`config.mk`:
```
export PLATFORM = sky130hd
export DESIGN_NAME = core_dispatcher
export DESIGN_NICKNAME = d
export VERILOG_FILES = /design/src/rtl/core_dispatch_pkg.sv /design/src/rtl/core_slot_tracker.sv /design/src/rtl/core_dispatcher.sv
export SDC_FILE = /design/constraint.sdc
export NUM_CORES = 1
export LEC_CHECK = 0
export CAP_MARGIN = 20
export CORE_MARGIN = 4
export CORE_UTILIZATION = 57
export DETAILED_ROUTE_END_ITERATION = 10
export PLACE_DENSITY = 0.95
export SETUP_SLACK_MARGIN = 0.02
export SLEW_MARGIN = 20
export SYNTH_ARGS = -nofsm -noshare
export SYNTH_HDL_FRONTEND = slang
export SYNTH_SLANG_ARGS = --single-unit
```
`constraint.sdc`:
```
create_clock -name i_clk -period 4.77 [get_ports i_clk]
set_input_delay 1.431 -clock i_clk [delete_from_list [all_inputs] [get_ports i_clk]]
set_output_delay 1.431 -clock i_clk [all_outputs]
set_load 0.05 [all_outputs]
```
`src/rtl/core_dispatch_pkg.sv`:
```
// Shared types for the core launch/completion dispatcher.
package core_dispatch_pkg;

    typedef enum logic [1:0] {
        ST_IDLE   = 2'd0,
        ST_LAUNCH = 2'd1,
        ST_RUN    = 2'd2,
        ST_DONE   = 2'd3
    } state_t;

    localparam int ACK_TIMEOUT_DEFAULT = 16;

    // The timeout counter only needs to hold 0..ack_timeout-1.
    function automatic int tmo_width(input int ack_timeout);
        return (ack_timeout < 2) ? 1 : $clog2(ack_timeout);
    endfunction

endpackage

```
`src/rtl/core_slot_tracker.sv`:
```
// Per-core launch bookkeeping: start request, acknowledge, finish and timeout error.
module core_slot_tracker (
    input  logic i_clk,
    input  logic i_rst,
    input  logic i_clear,
    input  logic i_act,
    input  logic i_busy,
    input  logic i_launch_en,
    input  logic i_timeout_hit,
    output logic o_start,
    output logic o_ack,
    output logic o_fin,
    output logic o_err
);

    logic r_start;
    logic r_ack;
    logic r_fin;
    logic r_err;

    // Start is armed on the accepting go edge so it is high from the first
    // LAUNCH cycle; it drops on acknowledge or on the timeout edge. An ack
    // on the timeout edge wins over the error.
    always_ff @(posedge i_clk) begin
        if (i_rst) begin
            r_start <= 1'b0;
            r_ack   <= 1'b0;
            r_fin   <= 1'b0;
            r_err   <= 1'b0;
        end else if (i_clear) begin
            r_start <= i_act;
            r_ack   <= 1'b0;
            r_fin   <= 1'b0;
            r_err   <= 1'b0;
        end else begin
            if (i_launch_en && r_start && i_busy) begin
                r_ack   <= 1'b1;
                r_start <= 1'b0;
            end else if (i_launch_en && r_start && i_timeout_hit) begin
                r_err   <= 1'b1;
                r_start <= 1'b0;
            end
            if (r_ack && !i_busy) begin
                r_fin <= 1'b1;
            end
        end
    end

    assign o_start = r_start;
    assign o_ack   = r_ack;
    assign o_fin   = r_fin;
    assign o_err   = r_err;

endmodule

```
`src/rtl/core_dispatcher.sv`:
```
// Launch and completion controller for the matrix-multiplier core array.
//
// state  | meaning
// IDLE   | waiting for i_go; error flags and cycle count hold
// LAUNCH | start driven to un-acked cores; timeout counter running
// RUN    | waiting for every acked core to drop busy
// DONE   | one-cycle o_done pulse, then back to IDLE
module core_dispatcher
    import core_dispatch_pkg::*;
#(
    parameter int NUM_CORES   = 4,
    parameter int CNT_W       = 32,
    parameter int ACK_TIMEOUT = ACK_TIMEOUT_DEFAULT
) (
    input  logic                 i_clk,
    input  logic                 i_rst,
    input  logic                 i_go,
    input  logic [NUM_CORES-1:0] i_core_mask,
    input  logic [NUM_CORES-1:0] i_core_busy,
    output logic [NUM_CORES-1:0] o_core_start,
    output logic                 o_busy,
    output logic                 o_done,
    output logic                 o_error,
    output logic [NUM_CORES-1:0] o_err_mask,
    output logic [CNT_W-1:0]     o_cycles
);

    localparam int               TMO_W    = tmo_width(ACK_TIMEOUT);
    localparam logic [TMO_W-1:0] TMO_LAST = TMO_W'(ACK_TIMEOUT - 1);

    state_t               r_state;
    logic [NUM_CORES-1:0] r_act;
    logic [TMO_W-1:0]     r_tmo;
    logic [CNT_W-1:0]     r_cycles;
    logic                 r_busy;
    logic                 r_done;

    logic                 w_clear;
    logic                 w_launch;
    logic                 w_tmo_hit;
    logic [NUM_CORES-1:0] w_act_in;
    logic [NUM_CORES-1:0] w_start;
    logic [NUM_CORES-1:0] w_ack;
    logic [NUM_CORES-1:0] w_fin;
    logic [NUM_CORES-1:0] w_err;
    logic [NUM_CORES-1:0] w_ack_next;
    logic                 w_all_acked;
    logic                 w_any_ack;
    logic                 w_pending;
    logic [CNT_W-1:0]     w_cycles_inc;

    assign w_clear   = (r_state == ST_IDLE) && i_go;
    assign w_launch  = (r_state == ST_LAUNCH);
    assign w_tmo_hit = w_launch && (r_tmo == TMO_LAST);
    // While idle the slots see the incoming mask so start can be armed on the go edge.
    assign w_act_in  = (r_state == ST_IDLE) ? i_core_mask : r_act;

    for (genvar k = 0; k < NUM_CORES; k++) begin : g_slot
        core_slot_tracker u_slot (
            .i_clk         (i_clk),
            .i_rst         (i_rst),
            .i_clear       (w_clear),
            .i_act         (w_act_in[k]),
            .i_busy        (i_core_busy[k]),
            .i_launch_en   (w_launch),
            .i_timeout_hit (w_tmo_hit),
            .o_start       (w_start[k]),
            .o_ack         (w_ack[k]),
            .o_fin         (w_fin[k]),
            .o_err         (w_err[k])
        );
    end

    // Acks landing on this edge count toward leaving LAUNCH.
    assign w_ack_next   = w_ack | (w_start & i_core_busy);
    assign w_all_acked  = ((r_act & ~w_ack_next) == '0);
    assign w_any_ack    = |w_ack_next;
    assign w_pending    = |(w_ack & ~w_fin);
    assign w_cycles_inc = (&r_cycles) ? r_cycles : r_cycles + 1'b1;

    // Sequencer with registered busy/done and run-cycle counter.
    always_ff @(posedge i_clk) begin
        if (i_rst) begin
            r_state  <= ST_IDLE;
            r_act    <= '0;
            r_tmo    <= '0;
            r_cycles <= '0;
            r_busy   <= 1'b0;
            r_done   <= 1'b0;
        end else begin
            r_done <= 1'b0;
            case (r_state)
                ST_IDLE: begin
                    if (i_go) begin
                        r_cycles <= '0;
                        r_tmo    <= '0;
                        if (|i_core_mask) begin
                            r_act   <= i_core_mask;
                            r_busy  <= 1'b1;
                            r_state <= ST_LAUNCH;
                        end else begin
                            r_done  <= 1'b1;
                            r_state <= ST_DONE;
                        end
                    end
                end
                ST_LAUNCH: begin
                    r_tmo    <= r_tmo + 1'b1;
                    r_cycles <= w_cycles_inc;
                    if (w_tmo_hit) begin
                        if (w_any_ack) begin
                            r_state <= ST_RUN;
                        end else begin
                            r_busy  <= 1'b0;
                            r_done  <= 1'b1;
                            r_state <= ST_DONE;
                        end
                    end else if (w_all_acked) begin
                        r_state <= ST_RUN;
                    end
                end
                ST_RUN: begin
                    r_cycles <= w_cycles_inc;
                    if (!w_pending) begin
                        r_busy  <= 1'b0;
                        r_done  <= 1'b1;
                        r_state <= ST_DONE;
                    end
                end
                default: begin
                    r_state <= ST_IDLE;
                end
            endcase
        end
    end

    assign o_core_start = w_start;
    assign o_busy       = r_busy;
    assign o_done       = r_done;
    assign o_err_mask   = w_err;
    assign o_error      = |w_err;
    assign o_cycles     = r_cycles;

endmodule

```
==> key figures <==
Yosys
  • Top-area cell type share of the netlist area: 39.2%
  • Asr flop ratio synth: 0%
  • Mapped Area: 0.00307 mm^2
  • Synth Net Count: 392
  • Top-count cell post-synth: dfxtp_1
  • Cells after Synth: 375
  • Prevailing post-synth register cell: dfxtp_1
  • Synthesized flop and latch total: 60
  • Post-synth top cells: dfxtp_1 (60), a21oi_1 (43), nor2_1 (31)
  • Number of enable flip-flop cells after synthesis: 0
  • Cell taking the most area after synthesis: dfxtp_1
  • Mean Syn Cell Area: 8.18 um^2
  • Ranking of synthesized cells by area: dfxtp_1 (39%), a21oi_1 (7.0%), nor2_1 (3.8%)
  • YS warnings: 0
  • Sequential share of the synthesized area: 39.2%
  • Post-synthesis cell type count: 53

Detailed routing
  • Routed Antenna Nets: 0
  • DRT iter0 DRCs: 246
  • DR DRC count: 0
  • Routed WL: 8080 um
  • Wire length per cell: 16.3 um
  • Vias: 3171
  • Via-per-instance ratio: 6.41
  • Pre-antenna DRT Iters: 5

Power and ir drop
  • Pint: 0.997 mW
  • Sequential power share: 36.1%
  • Pwr dens: 417 mW/mm^2
  • Clk pwr share: 32.4%
  • Sw Ratio: 37.0%
  • Leakage: 1.26 nW
  • Worst vdd rail ir drop: 0.000220 V
  • Sw Pwr: 0.586 mW
  • Comb pwr share: 31.5%

Worst setup path
  • CP Capture Type: flip-flop
  • WS Path Type: input pin to flip-flop
  • Worst Setup Start Kind: input pin
  • Crit path arrival time: 3.63 ns
  • WP data required: 5.03 ns
  • CP Max Fanout: 8

Clock network
  • Root buf cell: clkbuf_8
  • Cts repair resizes: 0
  • Setup Buffers After CTS: 0
  • Clk Latency, worst-skew pair: 0.35 ns
  • H-tree Lvls: 3
  • Clock Path Buffers: 2
  • Inserted Clock Buffers: 9
  • Hold-fix buffers, CTS: 0
  • CTS tree: built
  • Clock sinks: 60
  • Clk slew on worst S/H paths: 0.07 ns

STA
  • Final Hold Fails: 0
  • Relative slew slack: 41.6%
  • RSZ-0062 raised after global routing: no
  • Final setup margin: 1.40 ns
  • Hold WS: 0.462 ns
  • Max Slew Vio Count: 0
  • Setup TNS Final: 0 ns
  • Max Freq: 296 MHz
  • Setup violators final: 0
  • Tmin final: 3.37 ns
  • Worst-margin pin slew: 0.875 ns
  • Fin crit share: 70.7%
  • Fin Clk Skew: 0.00788 ns

Global route
  • Initial antenna violation count: 0
  • GRT Total Usage: 25.8%
  • Largest net degree at the start of global routing: 27
  • First-pass GRT wire length: 13400 um
  • Grt total ovfl: 0
  • Number of global-route vias before repair: 3023

Run
  • Max-Cap Viols: 0

Finish
  • Layout cells sized above 1: 7.06%
  • # nets final: 437
  • N_diodes: 0
  • Synth-to-Final Area Change: 23.9%
  • Post-layout util: 73.5%

Placed design
  • # port buffers: 53
  • Pre-CTS setup slack: 1.16 ns
  • GP Congestion: 0.959
  • DP Wirelength: 5440 um

Floorplan
  • Core box area: 0.00517 mm^2
  • Std cell rows: 26
  • Die Wd: 81.4 um
  • IO Pins: 54
  • Initial Utilization: 59.3%
  • Die ar.: 0.00662 mm^2
  • Die height: 81.4 um

Worst hold path
  • Hold WC Path Type: flip-flop to flip-flop

Run status
  • Status: completed
==> state kept, by name (all words and copies together), names as in the netlist <==
signal and cells:
g_slot.u_slot.o_fin 4, o_busy 1, r_state 2, g_slot.u_slot.o_ack 4, g_slot.u_slot.o_err 4, o_done 1, r_tmo 4, r_act 4
o_cycles 32, g_slot.u_slot.o_start 4
==> worst paths after layout <==
check | startpoint | end | slack, ns | depth (start not counted)
setup / recovery | i_go | o_cycles[29] | 1.40 | 6
setup reg to reg | r_state[0] | o_cycles[29] | 1.94 | 7
hold reg to reg | r_act[2] | r_act[2] | 0.46 | 2
hold / removal | r_act[2] | r_act[2] | 0.46 | 2
==> power by group through the flow <==
stage | Combinational [mW] | Clock (mW) | Sequential [mW]
after floorplan | 0.342 | 0 | 0.606
after global placement | 0.471 | 0 | 0.579
after detailed placement | 0.484 | 0 | 0.581
after CTS | 0.489 | 0.518 | 0.570
after global routing | 0.537 | 0.540 | 0.575
final | 0.499 | 0.513 | 0.571
==> cells in the final DEF (no fill, tap or decap), types with 8 or more instances in the layout <==
master	instances
clkdlybuf4s50_1	53
or4_1	12
o211ai_1	8
nand2_1	27
clkbuf_8	9
nand4_1	16
inv_1	16
or3_1	11
dfxtp_1	60
o21ai_0	18
nor2_1	31
a21oi_1	43
nand3_1	21
==> worst max-delay path, stage by stage <==
cell and delay, ns:
clkdlybuf4s50_1 0.50, mux2i_1 0.22, nor3_1 0.52, nand3_1 0.25, or4_1 0.52, a21oi_1 0.19
==> final cells by class <==
type | instances | area, um^2
Fill cell | 374 | 1370
Timing Repair Buffer | 55 | 546
Inverter | 16 | 60.1
Multi-Input combinational cell | 278 | 1680
Sequential cell | 60 | 1200
Clock inverter | 7 | 98.8
Tap cell | 70 | 87.6
Clock buffer | 9 | 124
==> per-stage QoR <==
step	cells	total power [mW]	instance area (um^2)
floorplan	375	0.948	3070
global placement	479	1.05	3580
detailed placement	479	1.06	3580
CTS	495	1.58	3800
global route	495	1.65	3800
finish	495	1.58	3800
==> kinds of logic after synthesis <==
family	after synthesis	share of synthesized area, %
adders and majority gates	6	2.45
DFF	60	39.2
xor gates and xnor gates	3	0.857
buffers and inverters	37	5.99
muxes	5	1.71
and+or+nand+nor	156	28.0
AOI/OAI and AO/OA	108	21.9
==> routing by layer <==
layer | wire length (um) | vias to the layer above | share of wire [%] | global-route usage, %
met5 | 0 | - | 0 | 0
met4 | 149 | 0 | 1.8 | 11.1
met3 | 653 | 17 | 8.1 | 5.65
met2 | 4060 | 157 | 50 | 45.4
met1 | 3220 | 1508 | 40 | 29.9
li1 | - | 1489 | - | -
Power figures use the tool's default switching activity.
